[config.mk]
export PLATFORM = sky130hd
export DESIGN_NAME = gng_poly_eval
export DESIGN_NICKNAME = d
export VERILOG_FILES = /design/src/rtl/gng_poly_pkg.sv /design/src/rtl/gng_smul_16_18.sv /design/src/rtl/gng_poly_eval.sv
export SDC_FILE = /design/constraint.sdc
export NUM_CORES = 2
export LEC_CHECK = 0
export ABC_AREA = 1
export CORE_ASPECT_RATIO = 0.6
export CORE_UTILIZATION = 60
export CTS_BUF_LIST = sky130_fd_sc_hd__clkbuf_8
export CTS_CLUSTER_SIZE = 12
export DETAILED_ROUTE_END_ITERATION = 8
export PLACE_DENSITY = 0.86
export SYNTH_ARGS = -nofsm -noshare
export SYNTH_HDL_FRONTEND = slang
export SYNTH_SLANG_ARGS = --single-unit
[constraint.sdc]
create_clock -name clk -period 12.6 [get_ports clk]
set_clock_uncertainty 0.15 [all_clocks]
set_input_delay 3.15 -clock clk [delete_from_list [all_inputs] [get_ports clk]]
set_output_delay 3.15 -clock clk [all_outputs]
set_load 0.05 [all_outputs]
[src/rtl/gng_poly_pkg.sv]
// gng_poly_pkg: shared widths, pipeline constants and arithmetic helpers for
// the Gaussian noise generator polynomial evaluator.
//
// Contents:
//   X_W, C_W, P_W, Y_W, FRAC : operand, coefficient, product, result widths
//                              and the fractional scale of x
//   LATENCY                  : valid_in to valid_out delay in clocks
//   SAT_MAX / SAT_MIN        : 18-bit signed saturation bounds
//   sat_t / sat18()          : 20-bit to 18-bit saturation with overflow flag
//   scale_prod()             : product rescale by 2^-FRAC
//
// Optional build macro: GNG_POLY_ROUND_EN
//   When defined, scale_prod() rounds half-up before shifting.
//   When undefined, scale_prod() floors (plain arithmetic shift).
package gng_poly_pkg;

    localparam int X_W     = 15;
    localparam int C_W     = 18;
    localparam int P_W     = 34;
    localparam int Y_W     = 18;
    localparam int FRAC    = 15;
    localparam int LATENCY = 7;

    localparam logic signed [19:0] SAT_MAX = 20'sd131071;
    localparam logic signed [19:0] SAT_MIN = -20'sd131072;

    typedef struct packed {
        logic [Y_W-1:0] val;
        logic           ovf;
    } sat_t;

    // Clamp a 20-bit signed sum into the 18-bit signed range.
    function automatic sat_t sat18(input logic signed [19:0] v);
        sat_t r;
        if (v > SAT_MAX) begin
            r.val = SAT_MAX[Y_W-1:0];
            r.ovf = 1'b1;
        end else if (v < SAT_MIN) begin
            r.val = SAT_MIN[Y_W-1:0];
            r.ovf = 1'b1;
        end else begin
            r.val = v[Y_W-1:0];
            r.ovf = 1'b0;
        end
        return r;
    endfunction

    // Rescale a multiplier product by 2^-FRAC. The product magnitude stays
    // below 2^32, so adding the rounding constant cannot overflow 34 bits, and
    // the top 19 bits after the shift sign-extend cleanly into 20 bits.
    function automatic logic signed [19:0] scale_prod(input logic signed [P_W-1:0] p);
        logic signed [P_W-1:0] q;
`ifdef GNG_POLY_ROUND_EN
        q = p + 34'sd16384;
`else
        q = p;
`endif
        return {q[P_W-1], q[P_W-1:FRAC]};
    endfunction

endpackage

[src/rtl/gng_smul_16_18.sv]
// gng_smul_16_18: 16x18 signed multiplier with a two-clock latency
// (registered operands, then registered product).
//
// Ports:
//   clk  : clock
//   rstn : synchronous active-low reset, clears operand and product registers
//   a    : 16-bit signed operand
//   b    : 18-bit signed operand
//   p    : 34-bit signed product, valid two clocks after a/b are presented
module gng_smul_16_18 (
    input  logic        clk,
    input  logic        rstn,
    input  logic [15:0] a,
    input  logic [17:0] b,
    output logic [33:0] p
);

    logic signed [15:0] a_r;
    logic signed [17:0] b_r;
    logic signed [33:0] a_x;
    logic signed [33:0] b_x;

    // Sign-extend both operands to the full product width before multiplying.
    assign a_x = 34'(a_r);
    assign b_x = 34'(b_r);

    always_ff @(posedge clk) begin
        if (!rstn) begin
            a_r <= '0;
            b_r <= '0;
            p   <= '0;
        end else begin
            a_r <= a;
            b_r <= b;
            p   <= a_x * b_x;
        end
    end

endmodule

[src/rtl/gng_poly_eval.sv]
// gng_poly_eval: streaming second-order polynomial evaluator
//   y = sat18(c0 + ((sat18(c1 + ((c2*x) >>> 15)) * x) >>> 15))
// Seven-clock fixed latency, one sample per clock, no backpressure.
//
// Stage map (edge that samples valid_in = E1):
//   E1 input registers, E2-E3 multiplier 1 (c2*x), E4 s1 register,
//   E5-E6 multiplier 2 (s1*x), E7 output register.
//
// Ports:
//   clk, rst   : clock, synchronous active-high reset
//   valid_in   : input sample qualifier
//   x_in       : unsigned fraction, scale 2^-15
//   c0/c1/c2_in: signed 18-bit coefficients
//   clr_cnt    : synchronous clear of sat_cnt (wins over an increment)
//   valid_out  : output qualifier, valid_in delayed by 7 clocks
//   y_out      : signed 18-bit result, held between valid samples
//   sat_out    : either adder saturated for this sample, held like y_out
//   sat_cnt    : saturating count of valid samples with sat_out set
//
// Optional build macro: GNG_POLY_ROUND_EN (round half-up before each shift;
// default build floors). Latency is identical in both builds.
module gng_poly_eval
    import gng_poly_pkg::*;
#(
    parameter int CNT_W = 16
) (
    input  logic             clk,
    input  logic             rst,
    input  logic             valid_in,
    input  logic [14:0]      x_in,
    input  logic [17:0]      c0_in,
    input  logic [17:0]      c1_in,
    input  logic [17:0]      c2_in,
    input  logic             clr_cnt,
    output logic             valid_out,
    output logic [17:0]      y_out,
    output logic             sat_out,
    output logic [CNT_W-1:0] sat_cnt
);

    // Valid tag: vpipe[k] holds the tag of the sample registered at edge E(k+1).
    logic [LATENCY-1:0] vpipe;

    // Stage 1 input registers.
    logic [X_W-1:0] x_s1;
    logic [C_W-1:0] c0_s1, c1_s1, c2_s1;

    // Alignment delays: x feeds multiplier 2 after E4, c1 feeds the E4 adder,
    // c0 feeds the E7 adder, and the stage-1 overflow flag rides to E7.
    logic [X_W-1:0] x_d2, x_d3, x_d4;
    logic [C_W-1:0] c1_d2, c1_d3;
    logic [C_W-1:0] c0_d2, c0_d3, c0_d4, c0_d5, c0_d6;
    logic           sat1_d5, sat1_d6;

    // Stage 4 register.
    logic [C_W-1:0] s1_r;
    logic           sat1_r;

    // Multiplier outputs.
    logic [P_W-1:0] p1, p2;

    // Combinational adders.
    logic signed [19:0] t1, t2;
    logic signed [19:0] sum1, sum2;
    sat_t               s1_sat, y_sat;
    logic               sat_any;
    logic               cnt_full;

    gng_smul_16_18 u_mul1 (
        .clk  (clk),
        .rstn (~rst),
        .a    ({1'b0, x_s1}),
        .b    (c2_s1),
        .p    (p1)
    );

    gng_smul_16_18 u_mul2 (
        .clk  (clk),
        .rstn (~rst),
        .a    ({1'b0, x_d4}),
        .b    (s1_r),
        .p    (p2)
    );

    always_comb begin
        t1      = scale_prod($signed(p1));
        sum1    = {{2{c1_d3[C_W-1]}}, c1_d3} + t1;
        s1_sat  = sat18(sum1);
        t2      = scale_prod($signed(p2));
        sum2    = {{2{c0_d6[C_W-1]}}, c0_d6} + t2;
        y_sat   = sat18(sum2);
        sat_any = sat1_d6 | y_sat.ovf;
        cnt_full = (sat_cnt == {CNT_W{1'b1}});
    end

    assign valid_out = vpipe[LATENCY-1];

    // Valid tag pipeline.
    always_ff @(posedge clk) begin
        if (rst) begin
            vpipe <= '0;
        end else begin
            vpipe <= {vpipe[LATENCY-2:0], valid_in};
        end
    end

    // Data path registers. These move every clock regardless of the valid
    // tag; only tagged results reach the outputs.
    always_ff @(posedge clk) begin
        if (rst) begin
            x_s1    <= '0;
            c0_s1   <= '0;
            c1_s1   <= '0;
            c2_s1   <= '0;
            x_d2    <= '0;
            x_d3    <= '0;
            x_d4    <= '0;
            c1_d2   <= '0;
            c1_d3   <= '0;
            c0_d2   <= '0;
            c0_d3   <= '0;
            c0_d4   <= '0;
            c0_d5   <= '0;
            c0_d6   <= '0;
            s1_r    <= '0;
            sat1_r  <= 1'b0;
            sat1_d5 <= 1'b0;
            sat1_d6 <= 1'b0;
        end else begin
            x_s1    <= x_in;
            c0_s1   <= c0_in;
            c1_s1   <= c1_in;
            c2_s1   <= c2_in;
            x_d2    <= x_s1;
            x_d3    <= x_d2;
            x_d4    <= x_d3;
            c1_d2   <= c1_s1;
            c1_d3   <= c1_d2;
            c0_d2   <= c0_s1;
            c0_d3   <= c0_d2;
            c0_d4   <= c0_d3;
            c0_d5   <= c0_d4;
            c0_d6   <= c0_d5;
            s1_r    <= s1_sat.val;
            sat1_r  <= s1_sat.ovf;
            sat1_d5 <= sat1_r;
            sat1_d6 <= sat1_d5;
        end
    end

    // Output register: vpipe[LATENCY-2] is the tag of the sample being
    // captured at E7, so results only change for valid samples.
    always_ff @(posedge clk) begin
        if (rst) begin
            y_out   <= '0;
            sat_out <= 1'b0;
        end else if (vpipe[LATENCY-2]) begin
            y_out   <= y_sat.val;
            sat_out <= sat_any;
        end
    end

    // Saturation event counter, sticky at all-ones, clear has priority.
    always_ff @(posedge clk) begin
        if (rst) begin
            sat_cnt <= '0;
        end else if (clr_cnt) begin
            sat_cnt <= '0;
        end else if (vpipe[LATENCY-2] && sat_any && !cnt_full) begin
            sat_cnt <= sat_cnt + 1'b1;
        end
    end

endmodule

==> impl_metrics.py <==
metrics = {
    "clock_network": {
        "htree_levels": 2,
        "hold_buffers": 0,
        "clk_pin_slew_worst_paths_ps": 70,
        "cts-buffers-inserted": 59,
        "clk_latency_ps": 700,
        "clock_sinks": 392,
        "ctsResizeCount": 0,
        "post-cts-setup-buffer-count": 0,
        "root_buffer": "clkbuf_8",
        "cts_tree": "done",
        "clock_path_buffers": 3,
    },
    "yosys": {
        "ys.flop_type": "dfxtp_1",
        "syn_inst": 4374,
        "synthTopCellsByCount": "inv_1 (1268), nand2_1 (821), fa_1 (544)",
        "synth_enable_flop_cells": 0,
        "synth.most_common_cell": "inv_1",
        "netlist_top_cells_area": "fa_1 (31%), dfxtp_1 (23%), inv_1 (14%), nand2_1 (8.9%), ha_1 (7.4%)",
        "avgSynthCellArea_sq_um": 7.95,
        "yosysWarnings": 0,
        "synth_top_area_cell": "fa_1",
        "synth_seq_area_share_pct": 22.6,
        "ys_types": 53,
        "synth_seq_cells": 392,
        "synth_nets": 5196,
        "netlist.area_leader.share_pct": 31.3,
        "ys_async_sr_fraction_pct": 0,
        "syn-cell-area_sq_um": 34800,
    },
    "setup_path": {
        "crit_chain": "nand2_1 > fa_1 > fa_1 > inv_1 > fa_1 > inv_1 > fa_1 > fa_1 > fa_1 > inv_1 > ha_1 > inv_1 > nor4_1 > nand3_1 > nand3_1 > nand2_1 > nor2_1",
        "path_common_cell": "fa_1",
        "crit_path_end_kind": "register",
        "crit_buf_inv": 4,
        "worstSetupStartpointType": "register",
        "worst_path_max_delay_cell": "nor4_1",
        "crit_arrival_ps": 7980,
        "cp_max_fo": 18,
        "required_ps": 13080,
        "crit_type": "register to register",
        "max_stage_delay_ps": 1000,
        "crit_family": "adder cells",
    },
    "final_layout": {
        "reg_top3": "u_mul1.p: 19 flops, u_mul2.p: 19 flops",
        "multiInputGateArea_sq_um": 21600,
        "drive_gt1_share_pct": 3.61,
        "seq_area_sq_um": 7850,
        "final_nets": 5231,
        "fill_cells": 4539,
        "num_antenna_cells": 0,
        "area_delta_synth_final_pct": 8.02,
    },
    "routing": {
        "antenna_left": 0,
        "dr.pass1.iters": 7,
        "viasPerCell": 5.19,
        "drt_iter0_drc": 2629,
        "routed_wl_um": 83800,
        "num_vias": 27100,
        "post_drt_wl_per_cell_um": 16.1,
        "drc": 0,
    },
    "global_route": {
        "gr-usage-all-layers_pct": 30.0,
        "grt_max_degree": 134,
        "grt_pass1_vias": 27800,
        "grt_first_pass_wirelength_um": 141000,
        "overflow": 0,
        "antenna_found_initial": 0,
    },
    "timing": {
        "finalCriticalPeriod_ps": 7500,
        "finalSetupViolCount": 0,
        "rsz0062_at_grt": "no",
        "fin_crit_sh_pct": 59.6,
        "final_max_slew_viol_count": 0,
        "hold_viol_final": 0,
        "fin_tns_setup_ps": 0,
        "hold-worst-slack_ps": 208,
        "tightest_slew_ps": 1180,
        "slew_headroom_pct": 20.3,
        "max_freq_mhz": 133,
    },
    "floorplan": {
        "dieHeight_um": 189,
        "start_util_pct": 61.6,
        "boundaryPins": 109,
        "die-area_sq_um": 59000,
        "coreArea_sq_um": 56500,
        "rows": 67,
        "die_width_um": 313,
    },
    "place": {
        "finalWeightedCongestion": 0.996,
        "dp.final_hpwl_um": 66300,
        "placement.io_buffers": 108,
    },
    "pwr": {
        "leakage_nw": 20.3,
        "power.density_nw_per_um2": 73.6,
        "ir_drop_uv": 128,
    },
    "run_status": {
        "status": "complete, no violations",
    },
    "hold_path": {
        "hp-class": "register to register",
    },
    "flow_run": {
        "cap_violations": 0,
    },
}
## stage by stage
step / util, % / std cells / total power [mW] / setup slack (ps) / cell area (sq um)
finish: 66.5 / 5216 / 2.77 / 5100 / 37600
floorplan: - / 4374 / 1.58 / 6720 / 34800
detailed placement: 64.3 / 5107 / 1.70 / 5490 / 36300
global route: 66.5 / 5216 / 2.88 / 4900 / 37600
global placement: 64.3 / 5107 / 1.68 / 5420 / 36300
CTS: 66.5 / 5216 / 2.78 / 5450 / 37600
## final timing paths
check / start / to / slack, ps / depth (start not counted)
worst max-delay path: u_mul1.a_r[1]$_SDFF_PP0_ / u_mul1.p[33]$_SDFF_PP0_ / 5100 / 17
worst min-delay path: x_d3[14]$_SDFF_PP0_ / x_d4[14]$_SDFF_PP0_ / 210 / 2
worst max register to register: u_mul1.a_r[1]$_SDFF_PP0_ / u_mul1.p[33]$_SDFF_PP0_ / 5100 / 17
worst min register to register: x_d3[14]$_SDFF_PP0_ / x_d4[14]$_SDFF_PP0_ / 210 / 2
## worst min-delay path, cell delays in order, from the launching register on
cell     delay, ps
dfxtp_1        300
inv_1           40
nor2_1          30
## layer usage
layer / global-route usage, % / vias to the layer above / share of wire [%]
met2: 42.6 / 1373 / 40
met1: 45.5 / 12900 / 45
met5: 0 / - / 0
met4: 6.59 / 0 / 2.0
li1: - / 12600 / -
met3: 8.30 / 146 / 13
## final cells by class
class                   count  area share (%)
multi-input cells        2561            57.4
flip-flops and latches    392            20.9
inverters                1269            12.7
repair buffers            126            3.25
clock buffers              73            2.67
well taps                 759            2.53
clock inverters            36           0.629
## cells in the final DEF, fill, tap and decap left out, types with 17 or more instances in the layout
master,synthesis,layout
ha_1,205,205
nand2_2,17,17
dfxtp_1,392,392
xnor2_1,25,25
buf_4,1,18
clkbuf_8,0,73
nand2_1,821,821
fa_1,544,544
clkdlybuf4s50_1,0,107
nand4_1,31,31
nor3_1,22,22
nor2_1,430,430
o21ai_0,96,96
inv_1,1268,1282
nand3_1,70,70
xor2_1,35,35
a21oi_1,168,168
## kinds of logic after synthesis
| family | Yosys count | share of synthesized area (%) |
|---|---|---|
| compound gates | 331 | 5.32 |
| xor+xnor | 60 | 1.51 |
| fa+ha+maj | 749 | 38.7 |
| buf+inv | 1421 | 15.5 |
| flops | 392 | 22.6 |
| simple gates | 1421 | 16.5 |
## where the power goes
part	switching (mW)	internal, mW
Clock	0.532	0.554
Sequential	0.0704	1.29
Combinational	0.196	0.119
Power figures use the tool's default switching activity.
